**config.mk**
```make
export PLATFORM = sky130hd
export DESIGN_NAME = rr_merge_4_1
export DESIGN_NICKNAME = d
export VERILOG_FILES = /design/src/rtl/rr_merge_4_1_pkg.sv /design/src/rtl/rr_merge_4_1_pick.sv /design/src/rtl/rr_merge_4_1.sv
export SDC_FILE = /design/constraint.sdc
export NUM_CORES = 1
export LEC_CHECK = 0
export BUFFER_PORTS_ARGS = -buffer_cell sky130_fd_sc_hd__clkbuf_2
export CAP_MARGIN = 20
export CELL_PAD_IN_SITES_DETAIL_PLACEMENT = 1
export CELL_PAD_IN_SITES_GLOBAL_PLACEMENT = 1
export CORE_UTILIZATION = 34
export CTS_BUF_LIST = sky130_fd_sc_hd__clkbuf_4 sky130_fd_sc_hd__clkbuf_8
export DETAILED_ROUTE_END_ITERATION = 10
export GPL_ROUTABILITY_DRIVEN = 0
export PLACE_DENSITY_LB_ADDON = 0.1
export RECOVER_POWER = 50
export SLEW_MARGIN = 20
export SYNTH_ARGS = -nofsm -noshare
export SYNTH_HDL_FRONTEND = slang
export SYNTH_SLANG_ARGS = --single-unit
```
**constraint.sdc**
```tcl
create_clock -name clk -period 3.6 [get_ports clk]
set_input_delay 0.72 -clock clk [delete_from_list [all_inputs] [get_ports clk]]
set_output_delay 0.72 -clock clk [all_outputs]
set_load 0.02 [all_outputs]
```
**src/rtl/rr_merge_4_1_pkg.sv**
```systemverilog
// Shared types and constants for the four-source round-robin merger.
package rr_merge_4_1_pkg;
   localparam int N_SRC = 4;
   typedef logic [1:0] src_idx_t;
endpackage

```
**src/rtl/rr_merge_4_1_pick.sv**
```systemverilog
// Combinational round-robin picker: rotate requests so ptr sits at bit 0,
// take the lowest set bit, then rotate the offset back to a source index.
module rr_pick_4
   import rr_merge_4_1_pkg::*;
(
   input  logic [N_SRC-1:0] req,
   input  src_idx_t         ptr,
   output logic [N_SRC-1:0] grant_onehot,
   output src_idx_t         grant_idx,
   output logic             any
);
   logic [2*N_SRC-1:0] req2;
   logic [N_SRC-1:0]   rot;
   src_idx_t           offset;

   always_comb begin
      req2   = {req, req};
      rot    = req2[{1'b0, ptr} +: N_SRC];
      offset = '0;
      any    = 1'b0;
      for (int k = N_SRC - 1; k >= 0; k--) begin
         if (rot[k]) begin
            offset = src_idx_t'(k);
            any    = 1'b1;
         end
      end
      grant_idx    = ptr + offset;
      grant_onehot = any ? ({{(N_SRC-1){1'b0}}, 1'b1} << grant_idx) : '0;
   end
endmodule

```
**src/rtl/rr_merge_4_1.sv**
```systemverilog
// Four-input round-robin stream merger with a single registered output slot
// that provides the select and payload for the downstream 4:1 mux.
module rr_merge_4_1
   import rr_merge_4_1_pkg::*;
#(
   parameter int WIDTH = 4
) (
   input  logic              clk,
   input  logic              rst,
   input  logic [N_SRC-1:0]  in_valid,
   input  logic [WIDTH-1:0]  in_data0,
   input  logic [WIDTH-1:0]  in_data1,
   input  logic [WIDTH-1:0]  in_data2,
   input  logic [WIDTH-1:0]  in_data3,
   output logic [N_SRC-1:0]  in_ready,
   output logic              out_valid,
   output logic [WIDTH-1:0]  out_data,
   output logic [1:0]        out_sel,
   input  logic              out_ready
);
   logic [WIDTH-1:0] data_arr [N_SRC];
   logic             valid_q, valid_d;
   logic [WIDTH-1:0] data_q, data_d;
   src_idx_t         sel_q, sel_d;
   src_idx_t         ptr_q, ptr_d;
   logic             load_en;
   logic [N_SRC-1:0] grant_onehot;
   src_idx_t         grant_idx;
   logic             grant_any;

   assign data_arr[0] = in_data0;
   assign data_arr[1] = in_data1;
   assign data_arr[2] = in_data2;
   assign data_arr[3] = in_data3;

   rr_pick_4 u_pick (
      .req          (in_valid),
      .ptr          (ptr_q),
      .grant_onehot (grant_onehot),
      .grant_idx    (grant_idx),
      .any          (grant_any)
   );

   // Slot is free if empty or being drained this cycle: no bubble on refill.
   assign load_en  = !valid_q || out_ready;
   assign in_ready = (load_en && !rst) ? grant_onehot : '0;

   always_comb begin
      valid_d = valid_q;
      data_d  = data_q;
      sel_d   = sel_q;
      ptr_d   = ptr_q;
      if (load_en) begin
         if (grant_any) begin
            valid_d = 1'b1;
            data_d  = data_arr[grant_idx];
            sel_d   = grant_idx;
            ptr_d   = grant_idx + src_idx_t'(1);
         end else begin
            valid_d = 1'b0;
         end
      end
   end

   always_ff @(posedge clk) begin
      if (rst) begin
         valid_q <= 1'b0;
         data_q  <= '0;
         sel_q   <= '0;
         ptr_q   <= '0;
      end else begin
         valid_q <= valid_d;
         data_q  <= data_d;
         sel_q   <= sel_d;
         ptr_q   <= ptr_d;
      end
   end

   assign out_valid = valid_q;
   assign out_data  = data_q;
   assign out_sel   = sel_q;
endmodule

```
==> results of run 1 <==
==> what timing repair did <==
| item | CTS | global route |
|---|---|---|
| endpoints found under the setup margin | 0 | 4 |
| resized for setup | 0 | 9 |
| setup buffers | 0 | 0 |
==> metal layers <==
layer / wire, µm / up-vias / global-route usage
li1: - / 419 / -
met1: 1010 / 396 / 0.212
met2: 1030 / 11 / 0.322
met3: 42 / 2 / 0.00909
met4: 12 / 0 / 0.0694
met5: 0 / - / 0
==> kinds of logic after synthesis <==
| group | Yosys count | synth area share |
|---|---|---|
| AO/OA/AOI/OAI | 32 | 0.276 |
| XOR/XNOR | 2 | 0.0218 |
| adder cells (fa/ha/maj) | 2 | 0.0311 |
| buffers and inverters | 9 | 0.103 |
| flip-flops | 9 | 0.224 |
| multiplexers | 8 | 0.106 |
| AND/OR/NAND/NOR | 34 | 0.238 |
==> sequential cells by signal (all words and copies together) (netlist names) <==
signal and flops:
out_sel 2, ptr_q 2, out_valid 1, out_data 4
==> worst register-to-register path: cells and delay by family, from the launching register on <==
family,cells,cell delay (ns)
AOI/OAI and AO/OA,5,0.90
DFF,1,0.44
adders and majority gates,1,0.37
muxes,1,0.35
buffers and inverters,1,0.19
and+or+nand+nor,1,0.12
==> through the flow <==
step	total power [µW]	worst slack [ns]	utilization	area (µm²)	instances
final	801	0.142	0.451	998	156
after global routing	872	0.00987	0.451	998	156
after CTS	806	0.00204	0.446	987	156
after detailed placement	721	0.0136	0.433	957	152
after global placement	708	0.0887	0.433	957	152
after floorplan	599	0.0538	-	810	96
==> cells in the final DEF, fill, tap and decap left out, types with 2 or more instances in the layout <==
| master | n |
|---|---|
| nor3_1 | 2 |
| clkbuf_2 | 23 |
| nor4_1 | 2 |
| mux2i_1 | 4 |
| o21ai_0 | 5 |
| clkbuf_1 | 7 |
| a211oi_1 | 3 |
| clkbuf_4 | 5 |
| buf_4 | 5 |
| a21oi_1 | 9 |
| dfxtp_1 | 8 |
| o211ai_1 | 5 |
| nor4b_2 | 2 |
| mux2_2 | 4 |
| nor2_1 | 11 |
| a31oi_1 | 2 |
| nand2_1 | 8 |
| a21o_1 | 2 |
==> layout make-up <==
cell class | instances | area [µm²]
Tap cell | 28 | 35.0
Sequential cell | 9 | 181
Multi-Input combinational cell | 78 | 561
Clock buffer | 4 | 30.0
Timing Repair Buffer | 37 | 191
Fill cell | 299 | 1210
==> worst max path at each step <==
stage,from,to,cells past startpoint
2_1_floorplan,in_valid[2],in_ready[3],11
5_1_grt,in_valid[2],in_ready[3],13
3_5_place_dp,in_valid[0],in_ready[1],11
6_report,in_valid[1],in_ready[0],11
3_3_place_gp,in_valid[0],in_ready[3],12
4_1_cts,in_valid[0],in_ready[1],11
==> power breakdown <==
group	internal, µW	switching, µW	total (µW)	leakage (µW)
Sequential	141	39.5	181	0.0000752
Clock	50.0	31.8	81.8	0.0000184
Combinational	234	305	538	0.000333
==> impl_results.md, run 1 <==
- Largest net degree at the start of global routing: 14
- Most frequent cell after synthesis: nor2_1
- IO Count: 34
- R2r setup slk: 1.13 ns
- Clock Pin Slew Worst Setup and Hold Paths: around 0.060 ns
- Hold WS: approximately 0.46 ns
- Share of the synthesized area in the top cell type: 0.224
- Synth Register Bits: 9
- Synthesized area per cell: between 8 and 9 µm²
- Slowest cell delay on critical path: 0.29 ns
- Hold buffer count at cts: 0
- Synth area leader: dfxtp_1
- Synth Warn #: 0
- Clock Tree Buf Depth: 2
- Period utilization: 0.960
- Synth async-reset ratio: 0
- Total Wirelength: 2100 µm
- CP max-delay cell: nor4_1
- Cells on worst reg2reg path: 9
- WP data arrival: 2.74 ns
- Worst Skew: between 0.001 and 0.0015 ns
- CTS Sinks: 9
- Initial Util: 0.363
- Pre-Repair DR Iteration Count: 3
- Final nets: 154
- Critical Path Start Type: input port
- Crit-path most repeated cell: clkbuf_2
- Hold Fails Final Rpt: 0
- Synth top cells by count: nor2_1, a21oi_1, dfxtp_1
- Synth top area cells: dfxtp_1, a21oi_1, mux2_2
- Final min period: 3.46 ns
- Max VDD drop: 0.416 mV
- Num rows: 17
- Worst hold path class: reg -> reg
- ANT nets after route: 0
- EDFF count, synth: 0
- Critical path's top delay family: compound AO/OA/AOI/OAI gates
- First-pass GRT wire length: around 3400 µm
- Achievable Freq: 289 MHz
- Die height: slightly above 50 µm
- RSZ-0062 raised after global routing: no
- Initial antenna violation count: 0
- Ant. Diodes: 0
- Vias in the first global route: 819
- Worst Path Required: around 2.9 ns
- Slew headroom: 0.746
- # setup viols final: 0
- Outcome: finished clean
- Root Buffer: clkbuf_4
- Cells after Synth: 96
- Routed length per instance: 13.4 µm
- Setup TNS: 0 ns
- Clock latency at the later pin of the worst-skew pair: about 0.25 ns
- Hold Path Origin: out_data[1]$_SDFFE_PP0P_
- Port buffer count: 33
- CP Buf/Inv Count: 2
- Worst Setup End Kind: output port
- Worst Path Max Fanout: 8
- FF-to-FF Start: ptr_q[0]$_SDFFE_PP0P_
- Vias per cell: 5.31
- Post-synth net total: 121
- TritonCTS clock tree: built
- Via Count: slightly above 800
- DRC Markers: 0
- Worst reg2reg endpoint: out_data[3]$_SDFFE_PP0P_
- Iter 0 DRT Violations: 3
- DP HPWL: 1680 µm
- Area delta synth->final: 24.3%
- Global route overflow: 0
- Core area: 0.00221 mm²
- Least-Margin Pin Slew: 0.375 ns
- Die ar.: 0.00256 mm²
- GR Util All Layers: 0.176
- Num CTS Buffers: 3
- Mapped Area: around 800 µm²
- Sequential share of the synthesized area: 0.224
- Leak: 0.000426 µW
- Synth cell types: 34
- CP Class: in -> out
- Pwr dens: ~800 mW/mm²
- Max_cap viols: 0
- H-tree levels: 1
- Crit-path cells: clkbuf_2 -> nor2_1 -> a211oi_2 -> a31oi_1 -> a211o_1 -> ha_2 -> xnor2_1 -> o21ai_0 -> nand2_2 -> nor4_1 -> clkbuf_2
- Worst hold path endpoint: out_data[1]$_SDFFE_PP0P_
- Die width: 50.6 µm
- Hold path depth: 2
- Synth Flop Type: dfxtp_1
- Final Max Tran Viols: 0
- Share of layout cells above drive strength 1: 0.391
(Power assumes the default switching activity.)
==> run 2, diff against run 1 <==
--- a/config.mk
+++ b/config.mk
@@ -15,6 +15,7 @@
 export GPL_ROUTABILITY_DRIVEN = 0
 export PLACE_DENSITY_LB_ADDON = 0.1
 export RECOVER_POWER = 50
+export SKIP_CTS_REPAIR_TIMING = 1
 export SLEW_MARGIN = 20
 export SYNTH_ARGS = -nofsm -noshare
 export SYNTH_HDL_FRONTEND = slang
==> constraint.sdc (replaced) <==
create_clock -name clk -period 3.6 [get_ports clk]
set_input_delay 0.18 -clock clk [delete_from_list [all_inputs] [get_ports clk]]
set_output_delay 0.18 -clock clk [all_outputs]
set_load 0.02 [all_outputs]
==> run 2 against run 1 <==
Non-clock buffer count fell by 3. Die area did not move. Design area fell by 4.9%. Fmax rose by 9.6%. Critical endpoint is now in_ready[2].
==> impl_results.md, run 2 (synthesis results as in run 1) <==
- Critical Path Start Type: flip-flop
- Via Count: 795
- Least-Margin Pin Slew: 0.907 ns
- Clock Tree Buf Depth: 2
- Sw frac: 0.475
- Worst hold path endpoint: out_valid$_SDFFE_PP0N_
- Crit-path cells: nor2_1 -> a211oi_1 -> a31oi_1 -> a211o_1 -> ha_1 -> xnor2_1 -> nor3_1 -> nor2_4 -> nor4_1 -> clkbuf_2
- Clock share of power: 0.114
- Achievable Freq: around 320 MHz
- DP HPWL: roughly 1500 µm
- Commonest non-fill, non-tap cell in the layout: clkbuf_2
- CP Class: reg -> out
- Die ar.: roughly 0.0026 mm²
- Clock latency at the later pin of the worst-skew pair: 0.26 ns
- Period utilization: 0.876
- # setup viols final: 0
- Core Util, Final: 0.429
- Hold path depth: 3
- WP data arrival: a little under 3 ns
- Hold Fails Final Rpt: 0
- Max_cap viols: 0
- Port buffer count: 33
- Worst reg2reg endpoint: out_data[2]$_SDFFE_PP0P_
- Outcome: finished clean
- Worst Path Required: 3.42 ns
- Num CTS Buffers: 3
- CTS Sinks: 9
- Slew headroom: 0.389
- Die width: 50.6 µm
- Num rows: 17
- Final nets: 151
- Initial antenna violation count: 0
- DRC Markers: 0
- Pwr dens: 791 mW/mm²
- Global route overflow: 0
- Die height: just over 50 µm
- Max reg flops: 4
- Core area: ~0.0022 mm²
- TritonCTS clock tree: built
- Worst Setup End Kind: output port
- Hold WS: 0.250 ns
- Initial Util: 0.363
- Iter 0 DRT Violations: 8
- Worst Skew: 0.00182 ns
- R2r setup slk: just over 0.9 ns
- Logic pwr share: 0.647
- Int Pwr: 394 µW
- FF-to-FF Start: ptr_q[0]$_SDFFE_PP0P_
- Largest net degree at the start of global routing: 14
- Root Buffer: clkbuf_4
- H-tree levels: 1
- Worst hold path class: in -> reg
- Max VDD drop: 0.405 mV
- Final min period: 3.15 ns
- Total Wirelength: 1930 µm
- Pre-Repair DR Iteration Count: 2
- First-pass GRT wire length: 3390 µm
- Worst Path Max Fanout: 12
- ANT nets after route: 0
- CP max-delay cell: nor3_1
- Ant. Diodes: 0
- Setup TNS: 0 ns
- Final Max Tran Viols: 0
- Routed length per instance: 12.6 µm
- Share of layout cells above drive strength 1: 0.336
- Flop pwr share: 0.239
- Hold Path Origin: out_ready
- Switch Pwr: 357 µW
- Vias per cell: 5.20
- Commonest cells after routing, fill and taps aside: clkbuf_2, nor2_1, a21oi_1, dfxtp_1, nand2_1
- Area delta synth->final: 18.2%
- Fillers: 294
- Vias in the first global route: 778
- Leak: 0.000409 µW
- IO Count: 34
- Slowest cell delay on critical path: ~0.54 ns
- GR Util All Layers: 0.173
- RSZ-0062 raised after global routing: no
- Cells on worst reg2reg path: 10
- Clock Pin Slew Worst Setup and Hold Paths: 0.06 ns
==> run 2: changes by cell type in the layout (fill, tap and decap cells not counted), sizes merged <==
cell / change
buf: -5
clkbuf: +2
==> run 2: worst max-delay path: cells and delay by family, from the launching register on <==
kind | cells | cell delay, ns
AO/OA/AOI/OAI | 3 | 0.58
XOR/XNOR | 1 | 0.15
adder cells (fa/ha/maj) | 1 | 0.22
buffers and inverters | 1 | 0.22
flip-flops | 1 | 0.53
AND/OR/NAND/NOR | 4 | 1.02
==> run 2: worst max-delay path by stage <==
| stage | startpoint | end | slack [ns] | cells after the start |
|---|---|---|---|---|
| 6_report | ptr_q[0]$_SDFFE_PP0P_ | in_ready[2] | 0.45 | 10 |
| 2_1_floorplan | ptr_q[0]$_SDFFE_PP0P_ | in_ready[2] | 0.79 | 10 |
| 4_1_cts | ptr_q[0]$_SDFFE_PP0P_ | in_ready[2] | 0.42 | 10 |
| 5_1_grt | ptr_q[0]$_SDFFE_PP0P_ | in_ready[2] | 0.08 | 10 |
| 3_5_place_dp | ptr_q[0]$_SDFFE_PP0P_ | in_ready[2] | 0.72 | 10 |
| 3_3_place_gp | ptr_q[0]$_SDFFE_PP0P_ | in_ready[3] | 0.79 | 10 |
==> run 2: power groups by stage <==
| stage | logic [µW] | registers [µW] | clock network [µW] |
|---|---|---|---|
| global route | 544 | 187 | 95.1 |
| global placement | 502 | 179 | 0 |
| finish | 486 | 180 | 85.5 |
| CTS | 502 | 181 | 88.1 |
| detailed placement | 500 | 182 | 0 |
| floorplan | 395 | 199 | 0 |
==> run 2: final cells by class <==
cell class	instances	area [µm²]	share of cell area
multi-input combinational	78	541	0.569
sequential	9	180	0.190
timing repair buffer	34	164	0.173
tap	28	35.0	0.0369
clock buffer	4	30.0	0.0316
==> run 2: stage by stage <==
step           setup WS (ns)  std cells  cell area [µm²]  total power (µW)
4_1_cts                0.422        153              958               771
2_1_floorplan          0.794         96              803               594
5_1_grt               0.0836        153              950               825
6_report               0.446        153              950               751
3_5_place_dp           0.724        149              928               682
3_3_place_gp           0.789        149              928               681
==> run 2: per-layer routing <==
layer | share of wire | global-route usage | vias up
li1 | - | - | 411
met1 | 0.48 | 0.218 | 362
met2 | 0.47 | 0.287 | 22
met3 | 0.054 | 0.0576 | 0
met4 | 0 | 0.0278 | 0
met5 | 0 | 0 | -
==> run 3, diff against run 2 <==
--- a/config.mk
+++ b/config.mk
@@ -7,13 +7,11 @@
 export LEC_CHECK = 0
 export BUFFER_PORTS_ARGS = -buffer_cell sky130_fd_sc_hd__clkbuf_2
 export CAP_MARGIN = 20
-export CELL_PAD_IN_SITES_DETAIL_PLACEMENT = 1
-export CELL_PAD_IN_SITES_GLOBAL_PLACEMENT = 1
-export CORE_UTILIZATION = 34
+export CORE_UTILIZATION = 49
 export CTS_BUF_LIST = sky130_fd_sc_hd__clkbuf_4 sky130_fd_sc_hd__clkbuf_8
 export DETAILED_ROUTE_END_ITERATION = 10
 export GPL_ROUTABILITY_DRIVEN = 0
-export PLACE_DENSITY_LB_ADDON = 0.1
+export PLACE_DENSITY = 0.82
 export RECOVER_POWER = 50
 export SKIP_CTS_REPAIR_TIMING = 1
 export SLEW_MARGIN = 20
==> run 3 against run 2 <==
Fmax rose by 0.59%. Clock skew increased by 0.0084 ns. Sequential cell count unchanged. Non-clock buffer count down 1.
==> impl_results.md, run 3 (synthesis results as in run 1) <==
- Outcome: finished clean
- Vias in the first global route: 729
- Busiest layer in global routing: met2
- Commonest cells after routing, fill and taps aside: clkbuf_2, nor2_1, a21oi_1, dfxtp_1, nand2_1
- Slew headroom: 0.405
- Final Max Tran Viols: 0
- Max VDD drop: 0.450 mV
- FF/Latch Area: 180 µm²
- Iter 0 DRT Violations: 21
- CTS Sinks: 9
- Fillers: 142
- Commonest non-fill, non-tap cell in the layout: clkbuf_2
- Worst Skew: 0.0102 ns
- First-pass GRT wire length: 2990 µm
- Worst Path Max Fanout: 12
- H-tree levels: 1
- Period utilization: 0.871
- Pwr dens: a little over 800 mW/mm²
- Hold Fails Final Rpt: 0
- Port buffer count: 33
- DP HPWL: 1280 µm
- Met3 usage: 0.0431
- TritonCTS clock tree: built
- Num rows: 14
- Die width: 42.5 µm
- WP data arrival: between 2 and 3 ns
- Via Count: 803
- Core area: 0.00152 mm²
- Area delta synth->final: 15.4%
- Root Buffer: clkbuf_4
- Die height: between 40 and 50 µm
- Worst Path Required: between 3 and 4 ns
- Clock Tree Buf Depth: 2
- Global route overflow: 0
- Total Wirelength: around 1700 µm
- Achievable Freq: 319 MHz
- # setup viols final: 0
- Routed length per instance: 11.9 µm
- Least-Margin Pin Slew: 0.882 ns
- Share of layout cells above drive strength 1: 0.331
- Vias per cell: 5.74
- Num CTS Buffers: 3
- Initial antenna violation count: 0
- Ant. Diodes: 0
- ANT nets after route: 0
- Worst Setup End Kind: output port
- CP Class: reg -> out
- GR Util All Layers: 0.207
- Final min period: 3.14 ns
- Clock Pin Slew Worst Setup and Hold Paths: 0.06 ns
- Setup TNS: 0 ns
- Largest net degree at the start of global routing: 14
- Initial Util: 0.527
- Max_cap viols: 0
- Power, Total: 749 µW
- Pre-Repair DR Iteration Count: 5
- Max reg flops: 4
- Leak: between 0.0004 and 0.0005 µW
- Area occupied by multi-input gates: about 540 µm²
- M2 GR Usage: 0.351
- DRC Markers: 0
- RSZ-0062 raised after global routing: no
- IO Count: 34
- Worst hold path class: in -> reg
- Critical Path Start Type: flip-flop
- Die ar.: 0.00181 mm²
- Clock latency at the later pin of the worst-skew pair: 0.26 ns
- Grt met1 use: 0.272
- Final nets: 150
run 3: cell count changes in the layout (fill, tap and decap cells not counted):
cell	delta
a21boi_0	-1
buf_4	-1
a21boi_1	+1
run 3: worst max-delay path, stage by stage, from the launching register on:
cell and delay (ns):
dfxtp_1 0.53, nor2_1 0.13, a211oi_1 0.25, a31oi_1 0.06, a211o_1 0.26, ha_1 0.22, xnor2_1 0.15, nor3_1 0.55
nor2_4 0.08, nor4b_2 0.26, clkbuf_2 0.20
run 3: stage by stage:
step | util | hold WS [ns] | std cells | area (µm²) | setup WS [ns]
4_1_cts | 0.614 | 0.245 | 140 | 936 | 0.469
5_1_grt | 0.608 | 0.257 | 140 | 927 | 0.257
3_3_place_gp | 0.594 | 0.444 | 136 | 906 | 0.855
2_1_floorplan | - | 0.412 | 96 | 803 | 0.794
6_report | 0.608 | 0.243 | 140 | 927 | 0.465
3_5_place_dp | 0.594 | 0.450 | 136 | 906 | 0.764
run 3: cell type report:
type,instances,share of cell area
Multi-Input combinational cell,78,0.583
Sequential cell,9,0.194
Tap cell,16,0.0216
Clock buffer,4,0.0324
Timing Repair Buffer,33,0.169
run 3: per-layer routing:
metal	share of wire	wire (µm)
met1	0.45	756
met2	0.47	780
met3	0.076	126
met4	0.0030	5
met5	0	0
run 3: power by group:
group	internal, µW	switching [µW]
Clock	50.2	37.4
Sequential	140	38.6
Combinational	203	280
run 3: final timing paths:
kind                       startpoint                       end  slack [ns]  cells after the start
max reg2reg     ptr_q[0]$_SDFFE_PP0P_  out_data[3]$_SDFFE_PP0P_        0.95                     10
min reg2reg  out_data[2]$_SDFFE_PP0P_  out_data[2]$_SDFFE_PP0P_        0.46                      2
max             ptr_q[0]$_SDFFE_PP0P_               in_ready[3]        0.46                     10
min                         out_ready    out_valid$_SDFFE_PP0N_        0.24                      3
